**src/rtl/io_bridge.sv**
```systemverilog
// io_bridge: single-request bridge from the CPU data port to four
// memory-mapped peripheral slots.
// Decodes a 1 KiB window at BASE into a one-hot slot select from addr[9:8].
// It holds the request until the selected slot acknowledges, then returns
// that slot's read data with a one-cycle ready pulse.
// Optional feature macro: IO_BRIDGE_TIMEOUT_EN adds an ACCESS watchdog.
// When the macro is set and no ack arrives before the count reaches TIMEOUT,
// the request ends with an error response.
module io_bridge #(
    parameter logic [31:0] BASE    = 32'h0000_7F00,
    parameter int          TIMEOUT = 15
) (
    input  logic         clk,
    input  logic         rst_n,
    input  logic         cpu_req,
    input  logic         cpu_we,
    input  logic [31:0]  cpu_addr,
    input  logic [31:0]  cpu_wdata,
    output logic         cpu_ready,
    output logic [31:0]  cpu_rdata,
    output logic         cpu_err,
    output logic [3:0]   dev_sel,
    output logic         dev_we,
    output logic [7:0]   dev_addr,
    output logic [31:0]  dev_wdata,
    input  logic [3:0]   dev_ack,
    input  logic [127:0] dev_rdata
);

    typedef enum logic [1:0] {
        S_IDLE   = 2'd0,
        S_ACCESS = 2'd1,
        S_RESP   = 2'd2
    } state_e;

    state_e      state_q, state_d;
    logic        cpu_ready_q, cpu_ready_d;
    logic [31:0] cpu_rdata_q, cpu_rdata_d;
    logic        cpu_err_q, cpu_err_d;
    logic [3:0]  dev_sel_q, dev_sel_d;
    logic        dev_we_q, dev_we_d;
    logic [7:0]  dev_addr_q, dev_addr_d;
    logic [31:0] dev_wdata_q, dev_wdata_d;

    logic        in_window;
    logic        ack_hit;
    logic [31:0] slot_rdata;

`ifdef IO_BRIDGE_TIMEOUT_EN
    localparam logic [7:0] TIMEOUT_C = 8'(TIMEOUT);
    logic [7:0] cnt_q, cnt_d;
`else
    // The watchdog is not built; keep its parameter referenced.
    logic [7:0] unused_timeout;
    assign unused_timeout = 8'(TIMEOUT);
`endif

    assign in_window = (cpu_addr[31:10] == BASE[31:10]);
    // Only the bit of the slot currently selected can complete the access.
    assign ack_hit   = |(dev_ack & dev_sel_q);

    // Route the selected slot's read data; dev_sel_q is one-hot or zero.
    always_comb begin
        slot_rdata = '0;
        for (int i = 0; i < 4; i++) begin
            if (dev_sel_q[i]) slot_rdata = slot_rdata | dev_rdata[32*i +: 32];
        end
    end

    // Next-state and next-output logic for the IDLE/ACCESS/RESP handshake.
    always_comb begin
        // NOTE: every _d signal gets a default first, so no path leaves a latch.
        state_d     = state_q;
        cpu_ready_d = 1'b0;
        cpu_rdata_d = cpu_rdata_q;
        cpu_err_d   = cpu_err_q;
        dev_sel_d   = dev_sel_q;
        dev_we_d    = dev_we_q;
        dev_addr_d  = dev_addr_q;
        dev_wdata_d = dev_wdata_q;
`ifdef IO_BRIDGE_TIMEOUT_EN
        cnt_d       = cnt_q;
`endif
        unique case (state_q)
            S_IDLE: begin
                if (cpu_req) begin
                    dev_we_d    = cpu_we;
                    dev_addr_d  = cpu_addr[7:0];
                    dev_wdata_d = cpu_wdata;
                    if (in_window) begin
                        state_d   = S_ACCESS;
                        dev_sel_d = 4'b0001 << cpu_addr[9:8];
`ifdef IO_BRIDGE_TIMEOUT_EN
                        cnt_d     = '0;
`endif
                    end else begin
                        state_d     = S_RESP;
                        cpu_ready_d = 1'b1;
                        cpu_err_d   = 1'b1;
                        cpu_rdata_d = '0;
                    end
                end
            end
            S_ACCESS: begin
                // Ack is checked first so it wins a tie with the timeout.
                if (ack_hit) begin
                    state_d     = S_RESP;
                    cpu_ready_d = 1'b1;
                    cpu_rdata_d = slot_rdata;
                    cpu_err_d   = 1'b0;
                    dev_sel_d   = '0;
                end
`ifdef IO_BRIDGE_TIMEOUT_EN
                else if (cnt_q == TIMEOUT_C) begin
                    state_d     = S_RESP;
                    cpu_ready_d = 1'b1;
                    cpu_rdata_d = '0;
                    cpu_err_d   = 1'b1;
                    dev_sel_d   = '0;
                end else begin
                    cnt_d = cnt_q + 8'd1;
                end
`endif
            end
            S_RESP: begin
                state_d = S_IDLE;
            end
            default: begin
                state_d   = S_IDLE;
                dev_sel_d = '0;
            end
        endcase
    end

    // State and output registers; every output comes straight from a flop.
    always_ff @(posedge clk or negedge rst_n) begin
        // NOTE: all state is plain flops, so all of it is cleared on reset.
        if (!rst_n) begin
            state_q     <= S_IDLE;
            cpu_ready_q <= 1'b0;
            cpu_rdata_q <= '0;
            cpu_err_q   <= 1'b0;
            dev_sel_q   <= '0;
            dev_we_q    <= 1'b0;
            dev_addr_q  <= '0;
            dev_wdata_q <= '0;
`ifdef IO_BRIDGE_TIMEOUT_EN
            cnt_q       <= '0;
`endif
        end else begin
            // NOTE: non-blocking assignments so every flop samples pre-edge values.
            state_q     <= state_d;
            cpu_ready_q <= cpu_ready_d;
            cpu_rdata_q <= cpu_rdata_d;
            cpu_err_q   <= cpu_err_d;
            dev_sel_q   <= dev_sel_d;
            dev_we_q    <= dev_we_d;
            dev_addr_q  <= dev_addr_d;
            dev_wdata_q <= dev_wdata_d;
`ifdef IO_BRIDGE_TIMEOUT_EN
            cnt_q       <= cnt_d;
`endif
        end
    end

    assign cpu_ready = cpu_ready_q;
    assign cpu_rdata = cpu_rdata_q;
    assign cpu_err   = cpu_err_q;
    assign dev_sel   = dev_sel_q;
    assign dev_we    = dev_we_q;
    assign dev_addr  = dev_addr_q;
    assign dev_wdata = dev_wdata_q;

endmodule

```
**config.mk**
```make
export PLATFORM = sky130hd
export DESIGN_NAME = io_bridge
export DESIGN_NICKNAME = d
export VERILOG_FILES = /design/src/rtl/io_bridge.sv
export SDC_FILE = /design/constraint.sdc
export NUM_CORES = 1
export LEC_CHECK = 0
export ABC_CLOCK_PERIOD_IN_PS = 3200
export CORE_MARGIN = 4
export CORE_UTILIZATION = 35
export CTS_BUF_LIST = sky130_fd_sc_hd__clkbuf_16
export DETAILED_ROUTE_END_ITERATION = 6
export PLACE_DENSITY = 0.87
export SYNTH_ARGS = -nofsm -noshare
export SYNTH_HDL_FRONTEND = slang
export SYNTH_SLANG_ARGS = --single-unit
export TNS_END_PERCENT = 5
```
**constraint.sdc**
```tcl
create_clock -name clk -period 3.2 [get_ports clk]
set_clock_uncertainty 0.2 [all_clocks]
set_input_delay 0.48 -clock clk [delete_from_list [all_inputs] [get_ports clk]]
set_output_delay 0.48 -clock clk [all_outputs]
set_load 0.05 [all_outputs]
```
## Word-level counts from Yosys, hierarchy flattened

Index checks and enable logic that the tools add are counted.

- Register bits: 81
- Output and inout port bits: 79
- Input bits: 200

- Reductions and logical operators: 7
- Bitwise logic cells: 5
- Mux-type cells: 24
- Shifts and indexed selects: 1
- Equality and inequality tests: 7

Operators with widths:

| cell | number |
|---|---|
| 32-bit 2-to-1 mux | 7 |
| 32-bit bitwise OR | 3 |
| 32-bit one-hot mux with 2 select lines | 1 |
| 22-bit by 5-bit == test with 1-bit output (second input constant) | 1 |
| 4-bit 2-to-1 mux | 3 |
| 4-bit one-hot mux with 3 select lines | 1 |
| 2-bit inequality test (second input constant) | 4 |
| 4-bit AND reduction | 2 |
| 1-bit 2-to-1 mux | 6 |
| 2-bit 2-to-1 mux | 3 |
| 4-bit bitwise AND | 1 |
| 1-bit one-hot mux with 2 select lines | 2 |
| 2-bit one-hot mux with 2 select lines | 1 |
| 2-bit AND reduction | 2 |
| 4-bit OR reduction | 1 |
| 1-bit by 2-bit << shifter with 4-bit output (first input constant) | 1 |
| 2-bit by 1-bit == test with 1-bit output (second input constant) | 1 |
| 2-bit == test (second input constant) | 1 |
| 2-bit zero test | 1 |
| 2-bit nonzero test | 1 |
| 1-bit inverter | 1 |

## Longest topological paths before layout

Gate-level depths: netlist of the first run.

- Word-level depth: 9
- Mapped depth: 6

## Worst setup path after synthesis of the first run

OpenSTA, ideal clock, no wires.

- Path type: reg-to-reg
- Start: register dev_sel_q[0] (netlist: dev_sel[0])
- End: register cpu_rdata_q[0] (netlist: cpu_rdata[0])
- Stages on the path, launching flop included: 7
- Period minus slack after synthesis: 2.542 ns
- Path buffers: 2
- Arrival time: 2.217 ns
- Path slack: 0.658 ns
- Path through: dfrtp_1 clkbuf_1 a22o_1 or2_1 a221oi_4 buf_6 mux2_2

- Cells in the longest elaborated chain, start to end: 9

Ends and longest elaborated chain:

| item | RTL line | source |
|---|---|---|
| from (decl) | 40 | `logic [3:0] dev_sel_q, dev_sel_d;` |
| from (signal assigned) | 156 | `dev_sel_q <= dev_sel_d;` |
| 32-bit 2-to-1 mux | 66 | `if (dev_sel_q[i]) slot_rdata = slot_rdata \| dev_rdata[32*i +: 32];` |
| 32-bit bitwise OR | 66 |  |
| 32-bit 2-to-1 mux | 66 |  |
| 32-bit bitwise OR | 66 |  |
| 32-bit 2-to-1 mux | 66 |  |
| 32-bit bitwise OR | 66 |  |
| 32-bit 2-to-1 mux | 66 |  |
| 32-bit 2-to-1 mux | 106 | `if (ack_hit) begin` |
| 32-bit one-hot mux with 2 select lines | 84 | `unique case (state_q)` |
| to (signal assigned) | 154 | `cpu_rdata_q <= cpu_rdata_d;` |
| to (decl) | 38 | `logic [31:0] cpu_rdata_q, cpu_rdata_d;` |

Several ways; a longest one is shown, not always the timed one. The select of a mux whose other input is x is not followed.
A chain may end at the register's enable or synchronous reset.

## Worst setup path after layout of the first run

- Start: input cpu_addr[31]
- End: register cpu_rdata_q[22] (netlist: cpu_rdata[22])

- Cells in the longest elaborated chain, start to end: 3

Ends and longest elaborated chain:

| item | RTL line | source |
|---|---|---|
| from (decl) | 17 | `input logic [31:0] cpu_addr,` |
| 22-bit by 5-bit == test with 1-bit output | 58 | `assign in_window = (cpu_addr[31:10] == BASE[31:10]);` |
| 2-bit inequality test (no source line) | - |  |
| 4-bit AND reduction (no source line) | - |  |

No other way between the ends.

==> results.md, run 1 <==
Run status:
- The run finished with clean final reports.

Cells and area:
- The count of filler cells inserted in the layout is 869.
- The library cells used most frequently in the layout, excluding fill and tap cells, are sky130_fd_sc_hd__clkdlybuf4s50_1, sky130_fd_sc_hd__nand2_1, sky130_fd_sc_hd__dfrtp_1, sky130_fd_sc_hd__a22oi_1, sky130_fd_sc_hd__a21oi_1.
- For this run, the post-layout net count is 870.
- The most frequent standard cell in the layout excluding fill and tap cells is sky130_fd_sc_hd__clkdlybuf4s50_1.
- Compared with the post-synthesis result, the final layout area differs by 81.46%.
- The layout cell share with drive strength beyond 1 is 8.321%.
- Once layout is done, the placed cells without fillers occupy 0.007091 mm².
- Summing all multi-input logic gate instances after layout gives 0.001735 mm².
- The sequential cell area in the final layout is 0.002027 mm².

Route:
- The number of nets still failing antenna checks after routing is 0.
- The number of vias per cell after detailed routing is 5.119.
- The via count of the routed design is 4167.
- The initial detailed-routing violation count is 296.
- The number of remaining DRC errors is 0.
- After detailed routing, the average wire length per cell comes to 18.67 µm.
- The routed design has 15200 µm of wire.
- The first-pass iteration count of the detailed router is 5.

Floorplan:
- The die covers 0.01292 mm².
- After floorplanning, the core was sized to cover 0.01089 mm².
- Row generation in the floorplan step produced 38 rows.
- Pin placement for this block handled 279 I/O pins.
- For this configuration, the core starts out at a cell density of 35.89%.
- The floorplan step set the die height to 113.7 µm.
- The floorplan step set the die width to 113.7 µm.

Yosys:
- Sequential cells were found to cover 51.87% of the synthesized design area.
- The Yosys step of the flow raised 0 warnings.
- sky130_fd_sc_hd__dfrtp_1 takes more of the synthesized area than any other cell.
- Synthesis produced a netlist with a net count of 603.
- Counting flops with an async set or reset pin after synthesis yields a share of 100.0%.
- The number of standard cells after synthesis is 403.
- The number of synthesized flops with an enable pin is 0.
- The share of the synthesized area in the top cell type is 51.87%.
- The most used flip-flop cell after synthesis is sky130_fd_sc_hd__dfrtp_1.
- In this run, synthesis produced a sequential element count of 81.
- In this run the mean area of a mapped cell was 9.696 µm².
- The area of the mapped netlist is 0.003907 mm².
- The number of different library cells in the post-synthesis netlist is 31.
- By area the synthesized netlist is led by sky130_fd_sc_hd__dfrtp_1, sky130_fd_sc_hd__nand2_1, sky130_fd_sc_hd__a22oi_1.

CTS:
- The number of gates resized after CTS is 0.
- The cell sitting at the root of the clock tree is a sky130_fd_sc_hd__clkbuf_16.
- Buffers inserted during clock tree synthesis total 9.
- The later pin in the worst-skew pair is clocked with a latency of 0.33 ns.
- No sink is reached through more buffers than the 2 on the longest clock path.
- The clock-pin slew on the worst setup and hold paths is 0.06 ns.
- The number of H-tree levels is 3.
- The number of clock sinks seen by CTS is 81.
- The post-CTS repair timing setup buffer count is 0.
- The CTS tree is yes.
- For this design, the CTS-stage hold fixing added 0 buffers.

Place:
- The number of port buffers is 278.
- The post-detailed-placement cell area is 0.006813 mm².
- Routability-driven placement finished with a final weighted congestion of 0.9183.
- Once detailed placement completed, the half-perimeter wirelength came to 11920 µm.

Global routing:
- The pin count of the biggest net entering global routing is 82.
- Across every metal layer, demand over resource in global routing totals 22.76%.
- The number of global-route vias before repair came to 4430.
- The first global-routing pass estimated 23070 µm of wire.
- The total global routing overflow is 0.
- The initial antenna violation count was 1.

Critical path:
- The critical path arrival is 2.68 ns.
- The depth of the worst register-to-register path is 5.
- For this design, the slowest cell found on the critical path is sky130_fd_sc_hd__nor4b_1.
- The category of the worst setup path launch point is an input pin.
- The required time of the critical path is 3.21 ns.
- The largest single stage delay on the critical path is 0.46 ns.
- The register-to-register path setup slack is 0.84 ns.
- The critical path goes through clkdlybuf4s50_1 > nor4b_1 > nand4_1 > a221oi_4 > buf_4 > mux2_2.
- Along the worst path, the maximum fanout reaches 9.
- The type of destination of the critical path is a flop.
- The critical path class is in -> reg.

Hold path:
- The path class of the lowest-slack min-delay path is in -> async.

Timing:
- The count of final hold-check violations is 0.
- The relative max-transition margin is 33.07%.
- Setup violations remaining at the end of the flow were counted as 0.
- After routing, the total negative slack on setup checks comes to 0 ns.
- The max-slew violation total from the final report is 0.
- The maximum frequency from static timing analysis is 374.4 MHz.
- Setup repair after global routing left no endpoint under its margin.
- The actual transition at the worst max-transition pin is 1.004 ns.
- The part of the cycle the worst path needs is 83.46%.
- The post-layout minimum cycle time is 2.671 ns.

Power:
- The ratio of total power to cell area is 467.1 mW/mm².
- Across the VDD grid, the largest voltage drop is 360.3 µV.
- The reported leakage power is 2.966 nW.
- Summing internal, switching and leakage power gives 0.003312 W.

Job:
- The tool flagged a number of max-cap violations equal to 0.
per-stage QoR:
| stage | cells | utilization, % | worst slack, ns | hold slack (ns) |
|---|---|---|---|---|
| detailed placement | 799 | 62.57 | 0.1526 | 0.2615 |
| finish | 814 | 65.12 | 0.5294 | 0.1218 |
| floorplan | 403 | - | 0.6580 | -0.01559 |
| global route | 814 | 65.12 | 0.3865 | 0.2316 |
| global placement | 799 | 62.57 | 0.3302 | 0.2562 |
| CTS | 813 | 65.10 | 0.5015 | 0.1613 |
cell families after synthesis:
logic type,share of synthesized area [%]
simple gates,15.69
buf+inv,3.874
flops,51.87
mux,10.25
compound gates,18.32
routing by layer:
metal	GRT usage [%]	vias up	share of wire, %
li1	-	1945	-
met1	25.93	1984	37
met2	39.73	210	51
met3	6.684	28	9.3
met4	9.615	0	2.6
met5	0	-	0
area by class of cell:
type / count / area share (%)
inverter: 2 / 0.1059
multi-input combinational: 288 / 24.47
tap: 140 / 2.470
sequential: 81 / 28.59
timing repair buffer: 288 / 40.44
antenna: 1 / 0.03529
clock inverter: 5 / 0.7058
clock buffer: 9 / 3.176
where the power goes:
group	internal, W	leakage [nW]	switching [W]
sequential	0.00114	1.05	0.0000677
combinational	0.000482	1.78	0.000655
clock	0.000588	0.136	0.000380
total	0.00221	2.97	0.00110
worst max-delay path, delay by kind of cell:
family | cells | cell delay, ns
muxes | 1 | 0.35
AOI/OAI and AO/OA | 1 | 0.40
buffers and inverters | 2 | 0.66
and+or+nand+nor | 2 | 0.78
synthesized netlist by cell type, drive strengths merged (2+ instances only):
cell type,n
nand2,129
dfrtp,81
a22oi,64
a21oi,32
mux2,32
clkbuf,27
buf,5
mux2i,4
nor2,4
nand2b,3
a22o,2
inv,2
nor4b,2
o21ai,2
or2,2
sequential cells by signal, summed over array words and instances, names as in the netlist:
name and cells:
dev_sel 4, dev_we 1, cpu_rdata 32, dev_addr 8
state_q 2, cpu_err 1, dev_wdata 32, cpu_ready 1
worst paths after layout:
check	from	endpoint
setup / recovery	cpu_addr[31]	cpu_rdata[22]
hold / removal	rst_n	dev_addr[4]
setup reg to reg	dev_sel[3]	cpu_rdata[22]
hold reg to reg	dev_wdata[31]	dev_wdata[31]
max in group asynchronous	rst_n	cpu_rdata[9]
min in group clk	dev_wdata[31]	dev_wdata[31]
Note: power is estimated with default switching activity, not from simulation.
==> run 2: changes to the inputs <==
ABC_CLOCK_PERIOD_IN_PS = 2660   (was 3200)
clock period = 2.66 ns   (was 3.2 ns; I/O delays follow)
==> run 2 against run 1 <==
Net effect:
- final cell count up 0.61%
- non-clock buffer count increased by 3
- clock power rose by 32%
- hold slack lost 0.076 ns
- flip-flop and latch count stayed put
- global-route usage rose by 0.13 points
- register-to-register slack lost 0.40 ns
- first-iteration DRC count shrank 9.5%
- critical path type unchanged
- critical endpoint is now cpu_rdata[3]
==> results.md, run 2 (synthesis gave the netlist of run 1 again) <==
CTS:
- After clock tree synthesis, the repair step resized 0 gates.
- The total of hold buffers inserted after clock tree synthesis is 0.
- The clock reaches the later pin of the worst-skew pair after 0.32 ns.
- After clock tree synthesis, the clock-pin slew on the worst setup and hold paths is 0.06 ns.
- The number of clock sinks seen by CTS is 81.
- The cell at the root of the clock tree is sky130_fd_sc_hd__clkbuf_16.
- The number of setup buffers added after CTS is 0.
- The clock tree buffer depth is 2.
- In this run the number of H-tree levels came out at 3.
- TritonCTS built the clock tree.
- The total clock buffers created by CTS is 9.

Floorplan:
- For this configuration, the core starts out at a cell density of 35.89%.
- The die width is 113.7 µm.
- The region available for standard cell placement spans 0.01089 mm².
- The vertical die dimension is 113.7 µm.
- The floorplan step defined a die boundary enclosing 0.01292 mm².
- The cell row count is 38.
- The I/O pin count is 279.

Critical path:
- The critical path class is in -> reg.
- The worst setup path is launched from an input pin.
- In this run the register-to-register setup slack is 0.44 ns.
- The critical path arrival is 2.39 ns.
- Data on the critical path is required at its endpoint by 2.67 ns.
- The slowest stage of the critical path is the sky130_fd_sc_hd__clkdlybuf4s50_1 cell.
- The maximum net fanout on the critical path is 25.
- For the worst flop-to-flop path, the logic depth is 5.
- The worst setup path is captured at a flop.
- The critical path goes through clkdlybuf4s50_1 > nor4b_2 > nand4_1 > a221oi_4 > buf_12 > mux2_2.
- For this run, the slowest stage of the critical path takes 0.42 ns.

Run status:
- The run finished with clean final reports.

Timing:
- The max-slew violation total from the final report is 0.
- Setup slack on the critical path of the routed design comes to 0.2787 ns.
- For the final routed database, the setup TNS stands at 0 ns.
- Setup violations remaining at the end of the flow were counted as 0.
- The count of final hold-check violations is 0.
- The part of the cycle the worst path needs is 89.52%.
- The maximum frequency from static timing analysis is 419.9 MHz.
- Headroom to the max-slew limit came out at 31.98%.
- Subtracting the final worst setup slack from the clock period gives 2.381 ns.
- Setup repair after global routing left no endpoint under its margin.
- At the pin with the least slew margin, the transition time is 1.020 ns.

Global routing:
- The total routing resource utilization after global routing is 22.90%.
- The number of global-route vias before repair is 4508.
- The total global routing overflow is 0.
- The first global-routing pass estimated 23200 µm of wire.
- The initial antenna violation count is 1.
- Entering global routing, the biggest net connects 82 pins.

Power:
- The largest vdd supply drop is 391.5 µV.
- For this design the static power due to leakage is 3.021 nW.
- The net load switching power is 0.001340 W.
- The cell internal power dissipation is 0.002764 W.
- The net switching share of the total power is 32.65%.
- In this run the power density over the cells is 570.3 mW/mm².
- Combinational logic burns 33.3% of the power.
- Registers are responsible for 35.4% of the overall power.
- The clock network burns 31.3% of the power.

Cells and area:
- The layout-stage area growth over the synthesis result is 84.18%.
- The finished cells cover 0.007197 mm².
- The layout cell share with drive strength beyond 1 is 9.587%.
- Summing all multi-input logic gate instances after layout gives 0.001742 mm².
- The sequential cell area in the final layout is 0.002027 mm².
- The final layout net count is 873.
- The count of filler cells inserted in the layout is 842.
- Leaving out fill and tap cells, the most frequent cells in the layout are sky130_fd_sc_hd__clkdlybuf4s50_1, sky130_fd_sc_hd__nand2_1, sky130_fd_sc_hd__dfrtp_1, sky130_fd_sc_hd__a22oi_1, sky130_fd_sc_hd__a21oi_1.
- The library cell used most frequently in the layout, excluding fill and tap cells, is sky130_fd_sc_hd__clkdlybuf4s50_1.

Route:
- In the routed layout, each cell is associated on average with a via count of 5.126.
- After the first detailed-routing iteration, the DRC count stood at 268.
- The first detailed-routing pass ran for 5 iterations.
- The number of nets still failing antenna checks after routing is 0.
- The routed design has 15150 µm of wire.
- The number of remaining DRC errors is 0.
- In the final routed layout, each cell accounts on average for 18.50 µm.
- The routed layout has 4198 vias.

Place:
- The final weighted congestion of routability-driven global placement is 0.8930.
- The worst slack after detailed placement is -0.2327 ns.
- The post-detailed-placement cell area is 0.006875 mm².
- The number of port buffers is 278.
- Detailed placement finished with a half-perimeter wire length of 11790 µm.

Job:
- The number of max-capacitance violations reported is 0.

Hold path:
- The worst hold path belongs to the class in -> async.
-- run 2: cell count changes in the layout (fill, tap and decap cells not counted), sizes merged --
cell           before  now
bufinv              1    2
inv                 3    4
clkdlybuf4s50     277  273
buf                11   18
-- run 2: path summary, 6_finish.rpt --
| check | to | start |
|---|---|---|
| setup reg to reg | cpu_rdata[3] | dev_sel[0] |
| hold / removal | dev_wdata[16] | rst_n |
| hold reg to reg | dev_wdata[23] | dev_wdata[23] |
| max in group asynchronous | cpu_rdata[29] | rst_n |
| min in group clk | dev_wdata[23] | dev_wdata[23] |
| setup / recovery | cpu_rdata[3] | cpu_addr[31] |
-- run 2: worst max-delay path: cells and delay by family --
family	cells	cell delay, ns
AOI/OAI and AO/OA	1	0.38
buffers and inverters	2	0.65
muxes	1	0.36
and+or+nand+nor	2	0.59
-- run 2: final cells by class --
| cell class | count | area share [%] |
|---|---|---|
| flip-flops and latches | 81 | 28.16 |
| clock inverters | 7 | 1.217 |
| multi-input cells | 288 | 24.20 |
| diodes | 1 | 0.03477 |
| inverters | 2 | 0.1043 |
| repair buffers | 291 | 40.72 |
| clock buffers | 9 | 3.129 |
| well taps | 140 | 2.434 |
-- run 2: power groups by stage --
stage	Sequential [W]	Clock [W]	Combinational, W
2_1_floorplan	0.00195	0	0.000215
3_5_place_dp	0.00147	0	0.00138
4_1_cts	0.00145	0.00132	0.00138
5_1_grt	0.00147	0.00139	0.00144
6_report	0.00145	0.00128	0.00137
3_3_place_gp	0.00146	0	0.00135
-- run 2: metal layers --
metal / GRT usage (%) / up-vias / share of wire, %
met1: 25.14 / 1993 / 36
met3: 8.912 / 32 / 10
met4: 9.455 / 0 / 3.1
met5: 0 / - / 0
li1: - / 1952 / -
met2: 39.54 / 221 / 51
-- run 2: metrics by stage --
step / hold slack [ns] / power [W] / instances / util, %
3_3_place_gp: 0.2567 / 0.002814 / 802 / 63.15
6_report: 0.04542 / 0.004104 / 819 / 66.10
3_5_place_dp: 0.2612 / 0.002849 / 802 / 63.15
2_1_floorplan: -0.09659 / 0.002163 / 403 / -
4_1_cts: 0.09104 / 0.004158 / 818 / 66.02
5_1_grt: 0.1324 / 0.004299 / 819 / 66.10
==> run 3: changes to the inputs <==
SKIP_LAST_GASP = 1   (was not set)
==> results of run 3 <==
The final DEF is identical to that of run 2; final timing and power are the same.
